`config.mk`:
```
export PLATFORM = sky130hd
export DESIGN_NAME = push_cmd_scheduler_flat
export DESIGN_NICKNAME = d
export VERILOG_FILES = /design/src/rtl/push_cmd_scheduler_if.sv /design/src/rtl/push_cmd_scheduler.sv /design/src/flat_wrapper.sv
export SDC_FILE = /design/constraint.sdc
export NUM_CORES = 1
export LEC_CHECK = 0
export ABC_AREA = 0
export BUFFER_PORTS_ARGS = -buffer_cell sky130_fd_sc_hd__buf_2
export CELL_PAD_IN_SITES_DETAIL_PLACEMENT = 0
export CELL_PAD_IN_SITES_GLOBAL_PLACEMENT = 1
export CORE_MARGIN = 3
export CORE_UTILIZATION = 33
export DETAILED_ROUTE_END_ITERATION = 10
export PLACE_DENSITY_LB_ADDON = 0.05
export SETUP_SLACK_MARGIN = 0.4
export SYNTH_ARGS = -nofsm -noshare
export SYNTH_HDL_FRONTEND = slang
export SYNTH_SLANG_ARGS = --single-unit
```
`constraint.sdc`:
```
create_clock -name clk -period 3.1 [get_ports clk]
set_input_delay 0 -clock clk [delete_from_list [all_inputs] [get_ports clk]]
set_output_delay 0 -clock clk [all_outputs]
set_load 0.01 [all_outputs]
```
`src/rtl/push_cmd_scheduler_if.sv`:
```
// Command-bus interface between the button front end and the pixel generator.
// Signals: raw buttons and scan position in; push command, frame tick,
// debounced levels and demo flag out.
// Protocol: there is no valid/ready handshake. push is a level that changes
// only on a frame-tick edge and is held stable until the next tick. The
// consumer samples it once per frame, at its own tick.
interface push_cmd_scheduler_if;
    logic [2:0] btn_raw;
    logic [9:0] pixel_x;
    logic [9:0] pixel_y;
    logic [2:0] push;
    logic       frame_tick;
    logic [2:0] btn_db;
    logic       demo_active;

    // Scheduler side: consumes buttons and scan position, drives the command bus
    modport master (
        input  btn_raw, pixel_x, pixel_y,
        output push, frame_tick, btn_db, demo_active
    );

    // Environment side: drives buttons and scan position, observes the bus
    modport slave (
        output btn_raw, pixel_x, pixel_y,
        input  push, frame_tick, btn_db, demo_active
    );
endinterface

```
`src/rtl/push_cmd_scheduler.sv`:
```
// push_cmd_scheduler: synchronises and debounces three push-buttons, then
// issues at most one one-hot command per frame on push[2:0]. Held buttons
// share the frame slot round-robin.
// Optional feature macro PUSH_DEMO_EN builds an attract/demo sequencer. It
// takes over push after IDLE_FRAMES idle frames. When the macro is undefined,
// the scheduler stays in manual mode and demo_active is tied low.
// demo_active is registered and mirrors the FSM state (1 = DEMO).
module push_cmd_scheduler #(
    parameter int         DB_CYCLES   = 500000,
    parameter logic [9:0] TICK_Y      = 10'd481,
    parameter int         IDLE_FRAMES = 600,
    parameter int         DEMO_HOLD   = 32
) (
    input  logic                  clk,
    input  logic                  rst,
    push_cmd_scheduler_if.master  bus
);

    localparam int DB_W = (DB_CYCLES > 1) ? $clog2(DB_CYCLES) : 1;

    // Reject configurations that make the counters degenerate
    if (DB_CYCLES < 2 || IDLE_FRAMES < 2 || DEMO_HOLD < 1) begin : g_cfg_check
        $error("push_cmd_scheduler: invalid DB_CYCLES/IDLE_FRAMES/DEMO_HOLD");
    end

    logic            frame_tick;
    logic [2:0]      sync1_q, sync2_q;
    logic [DB_W-1:0] db_cnt_q [3];
    logic [DB_W-1:0] db_cnt_d [3];
    logic [2:0]      btn_db_q, btn_db_d;
    logic [2:0]      push_q, push_d;
    logic [1:0]      rr_ptr_q, rr_ptr_d;
    logic [2:0]      arb_push;
    logic [1:0]      arb_ptr;

    // Tick is a single pixel of the scan, straight from the sync counters
    assign frame_tick     = (bus.pixel_y == TICK_Y) && (bus.pixel_x == 10'd0);
    assign bus.frame_tick = frame_tick;
    assign bus.push       = push_q;
    assign bus.btn_db     = btn_db_q;

    // Debounce: a level must differ from btn_db for DB_CYCLES edges to be taken
    always_comb begin
        btn_db_d = btn_db_q;
        for (int b = 0; b < 3; b++) begin
            db_cnt_d[b] = '0;
            if (sync2_q[b] != btn_db_q[b]) begin
                if (db_cnt_q[b] == DB_W'(DB_CYCLES - 1)) begin
                    btn_db_d[b] = sync2_q[b];
                end else begin
                    db_cnt_d[b] = db_cnt_q[b] + DB_W'(1);
                end
            end
        end
    end

    // Round-robin scan of the pre-edge debounced levels, starting after rr_ptr
    always_comb begin
        logic       found;
        logic [1:0] idx;
        arb_push = '0;
        arb_ptr  = rr_ptr_q;
        found    = 1'b0;
        idx      = '0;
        for (int k = 1; k <= 3; k++) begin
            idx = 2'((int'(rr_ptr_q) + k) % 3);
            if (!found && btn_db_q[idx]) begin
                found         = 1'b1;
                arb_push[idx] = 1'b1;
                arb_ptr       = idx;
            end
        end
    end

    // Synchroniser, debounce counters, push register and round-robin pointer
    always_ff @(posedge clk) begin
        if (rst) begin
            sync1_q  <= '0;
            sync2_q  <= '0;
            btn_db_q <= '0;
            push_q   <= '0;
            rr_ptr_q <= 2'd2;
            for (int b = 0; b < 3; b++) begin
                db_cnt_q[b] <= '0;
            end
        end else begin
            sync1_q  <= bus.btn_raw;
            sync2_q  <= sync1_q;
            btn_db_q <= btn_db_d;
            push_q   <= push_d;
            rr_ptr_q <= rr_ptr_d;
            for (int b = 0; b < 3; b++) begin
                db_cnt_q[b] <= db_cnt_d[b];
            end
        end
    end

`ifdef PUSH_DEMO_EN
    localparam int IDLE_W = $clog2(IDLE_FRAMES);
    localparam int HOLD_W = (DEMO_HOLD > 1) ? $clog2(DEMO_HOLD) : 1;

    typedef enum logic {
        ST_MANUAL = 1'b0,
        ST_DEMO   = 1'b1
    } state_t;

    state_t            state_q, state_d;
    logic [IDLE_W-1:0] idle_cnt_q, idle_cnt_d;
    logic [HOLD_W-1:0] hold_q, hold_d;
    logic [1:0]        step_q, step_d;
    logic              demo_active_q, demo_active_d;
    logic              idle_last;

    assign idle_last       = (idle_cnt_q == IDLE_W'(IDLE_FRAMES - 1));
    assign bus.demo_active = demo_active_q;

    // Demo script: X, Y, rotate, then one quiet step
    function automatic logic [2:0] script(input logic [1:0] s);
        case (s)
            2'd0:    script = 3'b001;
            2'd1:    script = 3'b010;
            2'd2:    script = 3'b100;
            default: script = 3'b000;
        endcase
    endfunction

    // FSM state and demo counters
    always_ff @(posedge clk) begin
        if (rst) begin
            state_q       <= ST_MANUAL;
            idle_cnt_q    <= '0;
            hold_q        <= '0;
            step_q        <= '0;
            demo_active_q <= 1'b0;
        end else begin
            state_q       <= state_d;
            idle_cnt_q    <= idle_cnt_d;
            hold_q        <= hold_d;
            step_q        <= step_d;
            demo_active_q <= demo_active_d;
        end
    end

    // Next state: enter demo after enough idle frames, leave on any request
    always_comb begin
        state_d = state_q;
        if (frame_tick) begin
            case (state_q)
                ST_MANUAL: if (btn_db_q == 3'b000 && idle_last) state_d = ST_DEMO;
                ST_DEMO:   if (btn_db_q != 3'b000)              state_d = ST_MANUAL;
                default:   state_d = ST_MANUAL;
            endcase
        end
    end

    // Outputs and counters; exit from demo grants on the same edge
    always_comb begin
        push_d        = push_q;
        rr_ptr_d      = rr_ptr_q;
        idle_cnt_d    = idle_cnt_q;
        hold_d        = hold_q;
        step_d        = step_q;
        demo_active_d = demo_active_q;
        if (frame_tick) begin
            case (state_q)
                ST_MANUAL: begin
                    push_d   = arb_push;
                    rr_ptr_d = arb_ptr;
                    if (btn_db_q != 3'b000) begin
                        idle_cnt_d = '0;
                    end else if (idle_last) begin
                        hold_d        = '0;
                        step_d        = 2'd0;
                        demo_active_d = 1'b1;
                        push_d        = script(2'd0);
                    end else if (idle_cnt_q != '1) begin
                        idle_cnt_d = idle_cnt_q + IDLE_W'(1);
                    end
                end
                ST_DEMO: begin
                    if (btn_db_q != 3'b000) begin
                        push_d        = arb_push;
                        rr_ptr_d      = arb_ptr;
                        demo_active_d = 1'b0;
                        idle_cnt_d    = '0;
                    end else if (hold_q == HOLD_W'(DEMO_HOLD - 1)) begin
                        hold_d = '0;
                        step_d = step_q + 2'd1;
                        push_d = script(step_q + 2'd1);
                    end else begin
                        hold_d = hold_q + HOLD_W'(1);
                        push_d = script(step_q);
                    end
                end
                default: begin
                    push_d = '0;
                end
            endcase
        end
    end
`else
    assign bus.demo_active = 1'b0;

    // Manual only: arbiter result is loaded at every frame tick
    always_comb begin
        push_d   = push_q;
        rr_ptr_d = rr_ptr_q;
        if (frame_tick) begin
            push_d   = arb_push;
            rr_ptr_d = arb_ptr;
        end
    end
`endif

endmodule

```
`src/flat_wrapper.sv`:
```
// flat-port wrapper written by rule: the top's interface ports become plain ports
module push_cmd_scheduler_flat 
#(
    parameter int         DB_CYCLES   = 500000,
    parameter logic [9:0] TICK_Y      = 10'd481,
    parameter int         IDLE_FRAMES = 600,
    parameter int         DEMO_HOLD   = 32
)
  (clk, rst, bus_btn_raw, bus_pixel_x, bus_pixel_y, bus_push, bus_frame_tick, bus_btn_db, bus_demo_active);
  push_cmd_scheduler_if bus_i ();
  input  logic clk;
  input  logic rst;
  input wire logic [$bits(bus_i.btn_raw)-1:0] bus_btn_raw;
  input wire logic [$bits(bus_i.pixel_x)-1:0] bus_pixel_x;
  input wire logic [$bits(bus_i.pixel_y)-1:0] bus_pixel_y;
  output wire logic [$bits(bus_i.push)-1:0] bus_push;
  output wire logic [$bits(bus_i.frame_tick)-1:0] bus_frame_tick;
  output wire logic [$bits(bus_i.btn_db)-1:0] bus_btn_db;
  output wire logic [$bits(bus_i.demo_active)-1:0] bus_demo_active;
  assign bus_i.btn_raw = bus_btn_raw;
  assign bus_i.pixel_x = bus_pixel_x;
  assign bus_i.pixel_y = bus_pixel_y;
  assign bus_push = bus_i.push;
  assign bus_frame_tick = bus_i.frame_tick;
  assign bus_btn_db = bus_i.btn_db;
  assign bus_demo_active = bus_i.demo_active;
  push_cmd_scheduler #(.DB_CYCLES(DB_CYCLES), .TICK_Y(TICK_Y), .IDLE_FRAMES(IDLE_FRAMES), .DEMO_HOLD(DEMO_HOLD)) u_core (.clk(clk), .rst(rst), .bus(bus_i));
endmodule
```
-- After elaboration in Yosys (flattened, before gate mapping)
Memory sizes are Yosys's and may differ from the RTL's.
Cells that the tools add are included.
- register bits: 14
- RAM bits: 57
- input port bits: 25
- output and inout port bits: 8
- word-level logic and storage cells: 81
- memories kept: 1
- memories (memory ; words ; bits a word ; rd ports ; clocked after Yosys merged registers in ; wr ports ; RTL line ; text):
    u_core.db_cnt_q ; 3 ; 19 ; 3 ; 0 ; 3 ; push_cmd_scheduler.sv:28 ; logic [DB_W-1:0] db_cnt_q [3];
- add/subtract/negate cells: 6
- divide/modulo/power cells: 3
- magnitude comparators: 6
- eq/ne operators: 7
- multiplexer cells: 32
- bitwise operators: 5
- reduce and logical (&&, ||, !) cells: 14
- operator list (operator ; count):
    2-to-1 mux 19 bit ; 9
    modulo 32 x 3 -> 32 bit (second input constant) ; 3
    adder 19 x 1 -> 19 bit (second input constant) ; 3
    equality test 19 bit (second input constant) ; 3
    2-to-1 mux 1 bit ; 11
    equality test 10 x 9 -> 1 bit (second input constant) ; 1
    logical NOT 10 bit ; 1
    less-than comparator 2 x 3 -> 1 bit (second input constant) ; 3
    2-to-1 mux 3 bit ; 3
    AND reduction 2 bit ; 4
    adder 2 x 2 -> 3 bit (second input constant) ; 2
    binary-select mux 1 bit (select 2 bit) ; 3
    demux 1 bit (select 2 bit) ; 3
    greater-or-equal comparator 2 x 1 -> 1 bit (second input constant) ; 3
    logical AND 1 bit ; 6
    2-to-1 mux 2 bit ; 3
    OR 3 bit ; 2
    adder 2 x 1 -> 3 bit (second input constant) ; 1
    != test 1 bit ; 3
    OR 1 bit ; 3
    nonzero test 3 bit ; 1
    logical NOT 1 bit ; 2

-- Depth between registers and ports, before layout
Gate-level depths: netlist of the first run.
- word-level depth: 12
- depth in mapped cells: 8

-- Worst setup path after synthesis of the first run
OpenSTA, ideal clock, no wires.
- path kind: register -> register
- from: register u_core.rr_ptr_q[0]
- to: register u_core.rr_ptr_q[0]
- data arrival time: 1746 ps
- required time: 2956 ps
- path slack: 1210 ps
- stages on the path, launching flop included: 9
- buffers on the path: 1
- path through: dfxtp_1 -> inv_1 -> ha_1 -> clkbuf_1 -> nand2_1 -> o22ai_1 -> nor3b_2 -> a211oi_1 -> a221oi_1
- cells in the longest elaborated chain, start to end: 12
- elaborated cells on any way between the ends: 23
- those cells by class: 3 x add/sub; 3 x div; 11 x mux; 6 x reduce/logical
- RTL lines (element ; RTL line ; text):
    start: declaration ; push_cmd_scheduler.sv:32 ; logic [1:0] rr_ptr_q, rr_ptr_d;
    start signal: assignment ; push_cmd_scheduler.sv:91 ; rr_ptr_q <= rr_ptr_d;
    adder 2 x 1 -> 3 bit ; push_cmd_scheduler.sv:66 ; idx = 2'((int'(rr_ptr_q) + k) % 3);
    modulo 32 x 3 -> 32 bit ; push_cmd_scheduler.sv:66 ;
    binary-select mux 1 bit (select 2 bit) ; push_cmd_scheduler.sv:67 ; if (!found && btn_db_q[idx]) begin
    2-to-1 mux 1 bit (implied by the code) ; push_cmd_scheduler.sv:67 ;
    2-to-1 mux 1 bit ; push_cmd_scheduler.sv:67 ;
    logical NOT 1 bit ; push_cmd_scheduler.sv:67 ;
    logical AND 1 bit ; push_cmd_scheduler.sv:67 ;
    2-to-1 mux 1 bit ; push_cmd_scheduler.sv:67 ;
    logical NOT 1 bit ; push_cmd_scheduler.sv:67 ;
    logical AND 1 bit ; push_cmd_scheduler.sv:67 ;
    nonzero test 3 bit (no source line) ; - ;
    AND reduction 2 bit (no source line) ; - ;
Several ways; a longest one is shown, not always the timed one. The select of a mux whose other input is x is not followed.
A chain may end at the register's enable or synchronous reset.

==> results of run 1 <==
[area by class of cell]
class / count / share of cell area
tap: 129 / 0.0438
inverter: 12 / 0.0122
timing repair buffer: 34 / 0.0502
clock buffer: 10 / 0.0373
clock inverter: 6 / 0.00984
sequential: 71 / 0.385
multi-input combinational: 272 / 0.461
[flip-flops by register name, summed over array words and instances, names as in the netlist]
name / count
u_core.db_cnt_q: 57
u_core.bus.btn_db: 3
u_core.bus.push: 3
u_core.sync1_q: 3
u_core.sync2_q: 3
u_core.rr_ptr_q: 2
[worst max-delay path, delay by kind of cell (launching register included)]
kind / cells / cell delay (ns)
AND/OR/NAND/NOR: 5 / 1.54
flip-flops: 1 / 0.36
[cell usage after synthesis, types with 2 or more instances]
master | number | area share
a211oi_1 | 2 | 0.0047
a311oi_1 | 2 | 0.0054
and3_1 | 7 | 0.014
and4_1 | 8 | 0.022
buf_2 | 5 | 0.0078
buf_4 | 2 | 0.0047
clkbuf_1 | 2 | 0.0023
dfxtp_1 | 71 | 0.44
ha_1 | 7 | 0.027
inv_1 | 12 | 0.014
mux2i_1 | 7 | 0.022
nand2_1 | 25 | 0.029
nand3_1 | 16 | 0.025
nand3b_1 | 2 | 0.0047
nand4_1 | 17 | 0.033
nor2_1 | 75 | 0.087
nor2b_1 | 7 | 0.014
nor3_1 | 4 | 0.0062
nor4_1 | 8 | 0.016
nor4b_1 | 4 | 0.011
o21ai_0 | 3 | 0.0047
o22ai_1 | 2 | 0.0039
or3_1 | 4 | 0.0078
xnor2_1 | 27 | 0.073
xor2_1 | 27 | 0.073
[final timing paths]
check / cells past startpoint / to / slack, ns / from
setup / recovery: 5 / u_core.db_cnt_q[0][11]$_SDFF_PP0_ / 1.04 / u_core.db_cnt_q[0][12]$_SDFF_PP0_
hold / removal: 2 / u_core.sync2_q[2]$_SDFF_PP0_ / 0.02 / rst
setup reg to reg: 5 / u_core.db_cnt_q[0][11]$_SDFF_PP0_ / 1.04 / u_core.db_cnt_q[0][12]$_SDFF_PP0_
hold reg to reg: 1 / u_core.sync2_q[2]$_SDFF_PP0_ / 0.44 / u_core.sync1_q[2]$_SDFF_PP0_
[per-layer routing]
metal  global-route usage  share of wire  vias to the layer above
li1                     -              -                     1308
met5                    0              0                        -
met1                0.162           0.50                     1116
met3               0.0352          0.032                       12
met2                0.192           0.45                       34
met4               0.0478          0.015                        0
[kinds of logic after synthesis]
kind of cell	count (synthesis)
AO/OA/AOI/OAI	15
XOR/XNOR	54
adder cells (fa/ha/maj)	7
buffers and inverters	22
flip-flops	71
multiplexers	7
other	1
AND/OR/NAND/NOR	188
[power by group through the flow]
stage | sequential, mW | clock [mW] | combinational, mW
5_1_grt | 0.919 | 0.733 | 0.0398
6_report | 0.918 | 0.659 | 0.0351
3_3_place_gp | 0.940 | 0 | 0.0329
2_1_floorplan | 0.939 | 0 | 0.0171
3_5_place_dp | 0.940 | 0 | 0.0331
4_1_cts | 0.918 | 0.695 | 0.0359
[cells in the final DEF (no fill, tap or decap), drive strengths merged, types with 5 or more instances in the layout]
cell type  netlist  routed
nor3             5       5
clkbuf           2      10
xor2            27      27
clkinv           0       5
nor2b            7       7
inv             12      12
nand4           17      17
nand3           16      16
buf              8      31
and4             8       8
xnor2           27      27
nor2            76      76
ha               7       7
mux2i            7       7
nand2           25      25
nor4             9       9
and3             7       7
dfxtp           71      71
[timing repair]
action	4_1_cts	5_1_grt
setup endpoints to repair	0	0
hold buffers	3	0
hold endpoints to repair	3	0
[through the flow]
step	cell area [sq um]	hold slack (ns)
after floorplan	3230	0.0716
after global placement	3480	0.215
after detailed placement	3480	0.223
after CTS	3690	0.00661
after global routing	3690	0.0417
final	3690	0.0227
==> results_dict.tcl, run 1 <==
set metrics [dict create \
    clkTransAtPathRegs_ns 0.08 \
    seqPwrFrac 0.570 \
    grt_max_degree 20 \
    clockBufferDepth 2 \
    core_area_sq_um 9370 \
    via_per_inst 4.63 \
    drcViolationCount 0 \
    crit_required_ns 3.30 \
    dp_cells 515 \
    grt_pass1_vias 2512 \
    synth_compound_area_frac 0.0314 \
    maxCapViolCount 0 \
    yosys-mux-area-fraction 0.0217 \
    ys_warn_count 0 \
    seqCellArea_sq_um 1420 \
    dp_hpwl_mm 4.37 \
    place_worst_setup_slack_ns 0.998 \
    pwr-share-comb 0.022 \
    synthAdderAreaFrac 0.0272 \
    dieArea_sq_um 11000 \
    rows 35 \
    routed_wirelength_mm 6.18 \
    synth_edf_count 0 \
    ir_drop_uv 194 \
    p_leak_nw 1.26 \
    synth_top_family_by_area "simple AND/OR/NAND/NOR gates" \
    overflow 0 \
    grt_use_total 0.123 \
    synth_cells 365 \
    fin_crit_ns 2.06 \
    numCtsBuffers 9 \
    ant_nets 0 \
    die_h_microns 105 \
    status "finished, final reports clean" \
    grt_first_pass_wirelength_mm 11.2 \
    critical_path_class "reg2reg" \
    root_buffer "clkbuf_8" \
    async_flop_share 0 \
    ys.flop_type "dfxtp_1" \
    multiInputGateArea_sq_um 1700 \
    syn2layout_area_growth_pct 14.3 \
    netlist-cell-type-count 44 \
    routedWlPerCell_microns 11.6 \
    drive_gt1_frac 0.128 \
    vias 2470 \
    worstPathArrival_ns 2.26 \
    postCtsSetupRepairBufs 0 \
    p_per_area_nw_per_um2 437 \
    finalMaxSlewViolations 0 \
    skew_ns 0.00883 \
    cts_sinks 71 \
    post-route-util 0.393 \
    top_level_ports 33 \
    setup-violations-final 0 \
    rsz0062_at_grt "no" \
    start_util 0.344 \
    slew_headroom 0.553 \
    finalSetupTns_ns 0 \
    critical-path-slowest-cell "or3_1" \
    drt_iter0_markers 33 \
    syn-num-nets 397 \
    nets 432 \
    synth-simple-area-share 0.299 \
    nFillCells 994 \
    path_cells "nor4b_1, nand2_1, nor4_2, or3_1, nor2_1" \
    hold_viol_final 0 \
    synth_area_sq_um 3230 \
    antenna_found_initial 0 \
    die_w_microns 105 \
    diodes 0 \
    gp_congestion 0.800 \
    ys_ff_latch 71 \
    cts_max_level 3 \
    max_freq_ghz 0.485 \
    worst_pin_slew_ns 0.666 \
    end_kind "flip-flop" \
    syn_area_per_cell_sq_um 8.84 \
    io_buffers 31 \
    p_int_mw 1.24 \
    ctsResizeCount 0 \
    first_pass_iters 5 \
    hp-class "in2reg" \
    yosysSeqAreaShare 0.441 \
    worstSkewPairLatency_ns 0.34 \
    total_power_mw 1.61 \
    timing.final.ws_setup_ns 1.04 \
    cp_max_fo 19 \
    pwr-share-clk 0.409 \
    instances_no_fill 534 \
    tritoncts "done" \
    synth_xor_xnor_area_share 0.147 \
    cpPeakStageDelay_ns 0.60 \
    swShare 0.229 \
    cp-start-kind "flip-flop" \
    min_period_over_period 0.665 \
    switchingPower_mw 0.370 \
]
No activity file was read; power rests on OpenSTA's default activity.
==> inputs of run 2 (changes only) <==
==> constraint.sdc (replaced) <==
create_clock -name clk -period 1.82 [get_ports clk]
set_input_delay 0 -clock clk [delete_from_list [all_inputs] [get_ports clk]]
set_output_delay 0 -clock clk [all_outputs]
set_load 0.01 [all_outputs]
==> run 2 against run 1 <==
Effect of this change: final cell count is 13% higher; setup slack got worse by 0.98 ns; first-iteration DRC count is 15% higher; total power grew 80%; core utilization increased by 17 points; critical endpoint is now u_core.bus.push[2]$_SDFFE_PP0P_.
==> results_dict.tcl, run 2 (synthesis gave the netlist of run 1 again) <==
set metrics [dict create \
    status "finished, final reports clean" \
    drt_iter0_markers 38 \
    p_per_area_nw_per_um2 550 \
    via_per_inst 4.74 \
    critical-path-slowest-cell "dfxtp_4" \
    place_worst_setup_slack_ns 0.0154 \
    worstSkewPairLatency_ns 0.34 \
    finalSetupTns_ns 0 \
    core_area_sq_um 9370 \
    gp_congestion 0.779 \
    grt_use_total 0.145 \
    grt_max_degree 19 \
    start_util 0.344 \
    p_int_mw 2.30 \
    finalMaxSlewViolations 0 \
    holdPathEnd "u_core.sync1_q[2]$_SDFF_PP0_" \
    end_kind "flip-flop" \
    place_area_sq_um 3780 \
    instances_no_fill 606 \
    timing.final.ws_setup_ns 0.0591 \
    diodes 0 \
    ir_drop_uv 394 \
    hold_viol_final 0 \
    total_power_mw 2.90 \
    critPathTopFamily "flip-flops" \
    syn2layout_area_growth_pct 63.4 \
    rsz0062_at_grt "yes" \
    cp_max_fo 4 \
    nets 506 \
    slew_headroom 0.656 \
    max_freq_ghz 0.568 \
    r2r_end "u_core.bus.push[2]$_SDFFE_PP0P_" \
    worst_pin_slew_ns 0.512 \
    critical_path_class "reg2reg" \
    rows 35 \
    grt_first_pass_wirelength_mm 13.1 \
    seqCellArea_sq_um 1480 \
    regToRegSetupSlack_ns 0.06 \
    overflow 0 \
    min_period_over_period 0.968 \
    hold_start "rst" \
    drive_gt1_frac 0.514 \
    clockBufferDepth 2 \
    cts_max_level 3 \
    hold_depth 2 \
    cp-start-kind "flip-flop" \
    routed_wirelength_mm 8.10 \
    critPathBufInv 2 \
    routedWlPerCell_microns 13.4 \
    pwr-share-clk 0.414 \
    r2r_start "u_core.rr_ptr_q[0]$_SDFFE_PP0P_" \
    nFillCells 837 \
    io_buffers 31 \
    cpPeakStageDelay_ns 0.37 \
    top_level_ports 33 \
    skew_ns 0.00506 \
    final_common_cell "buf_4" \
    numCtsBuffers 9 \
    post-route-util 0.562 \
    grt_pass1_vias 2844 \
    root_buffer "clkbuf_8" \
    rr_worst_depth 8 \
    met1_usage 0.183 \
    final_cell_area_sq_um 5270 \
    layout_common_cells "buf_4, dfxtp_1, buf_2" \
    met3_usage 0.0451 \
    largest_reg_flops 57 \
    tritoncts "done" \
    pwr-share-comb 0.050 \
    ant_nets 0 \
    grtUsageMet2 0.238 \
    vias 2874 \
    swShare 0.208 \
    antenna_found_initial 0 \
    dp_cells 530 \
    cts_sinks 71 \
    path_cells "inv_4, ha_4, mux2i_4, o22ai_4, nor3b_4, buf_4, nand2_1, a311oi_1" \
    switchingPower_mw 0.603 \
    maxCapViolCount 0 \
    hp-class "in2reg" \
    die_w_microns 105 \
    timing.hold.ws_ns 0.0496 \
    dieArea_sq_um 11000 \
    setup-violations-final 0 \
    drcViolationCount 0 \
    worstPathArrival_ns 2.00 \
    p_leak_nw 1.86 \
    clkTransAtPathRegs_ns 0.06 \
    multiInputGateArea_sq_um 2310 \
    die_h_microns 105 \
    dp_hpwl_mm 4.60 \
    seqPwrFrac 0.536 \
    regMostFlops "u_core.db_cnt_q" \
    grt_busiest_layer "met2" \
    first_pass_iters 4 \
    crit_required_ns 2.06 \
    fin_crit_ns 1.76 \
]
-- run 2: worst register-to-register path: cells and delay by family, from the launching register on --
| kind | cells | cell delay (ns) |
|---|---|---|
| simple gates | 2 | 0.31 |
| compound gates | 2 | 0.34 |
| buf+inv | 2 | 0.21 |
| flops | 1 | 0.37 |
| mux | 1 | 0.26 |
| fa+ha+maj | 1 | 0.15 |
-- run 2: timing repair --
item	CTS	global route
gates cloned	7	2
setup endpoints to repair	63	65
resized for setup	58	101
endpoints found under the hold margin	3	0
pin swaps	37	32
hold buffers	3	0
setup buffers	39	11
-- run 2: per-layer routing --
| metal | part of all wire | routed length [microns] | up-vias |
|---|---|---|---|
| met5 | 0 | 0 | - |
| met4 | 0.019 | 155 | 0 |
| met3 | 0.029 | 235 | 16 |
| met2 | 0.51 | 4110 | 26 |
| met1 | 0.44 | 3600 | 1360 |
| li1 | - | - | 1472 |
-- run 2: how the worst max path moves through the flow --
stage | start | endpoint | cells past startpoint
6_report | u_core.rr_ptr_q[0]$_SDFFE_PP0P_ | u_core.bus.push[2]$_SDFFE_PP0P_ | 8
2_1_floorplan | u_core.rr_ptr_q[1]$_SDFFE_PP1P_ | u_core.rr_ptr_q[0]$_SDFFE_PP0P_ | 7
4_1_cts | u_core.rr_ptr_q[0]$_SDFFE_PP0P_ | u_core.rr_ptr_q[0]$_SDFFE_PP0P_ | 7
3_5_place_dp | u_core.rr_ptr_q[1]$_SDFFE_PP1P_ | u_core.rr_ptr_q[0]$_SDFFE_PP0P_ | 7
3_3_place_gp | u_core.rr_ptr_q[1]$_SDFFE_PP1P_ | u_core.bus.push[1]$_SDFFE_PP0P_ | 7
5_1_grt | u_core.rr_ptr_q[0]$_SDFFE_PP0P_ | u_core.bus.push[2]$_SDFFE_PP0P_ | 9
-- run 2: final cells by class --
class / instances / area share
clock inverters: 1 / 0.00570
flip-flops and latches: 71 / 0.281
clock buffers: 13 / 0.0283
multi-input cells: 272 / 0.439
repair buffers: 108 / 0.206
well taps: 129 / 0.0306
inverters: 12 / 0.00950
-- run 2: power groups by stage --
stage	registers, mW	clock network, mW	logic (mW)
global route	1.55	1.31	0.156
CTS	1.56	1.25	0.123
global placement	1.60	0	0.0639
finish	1.55	1.20	0.145
detailed placement	1.60	0	0.0649
floorplan	1.60	0	0.0337
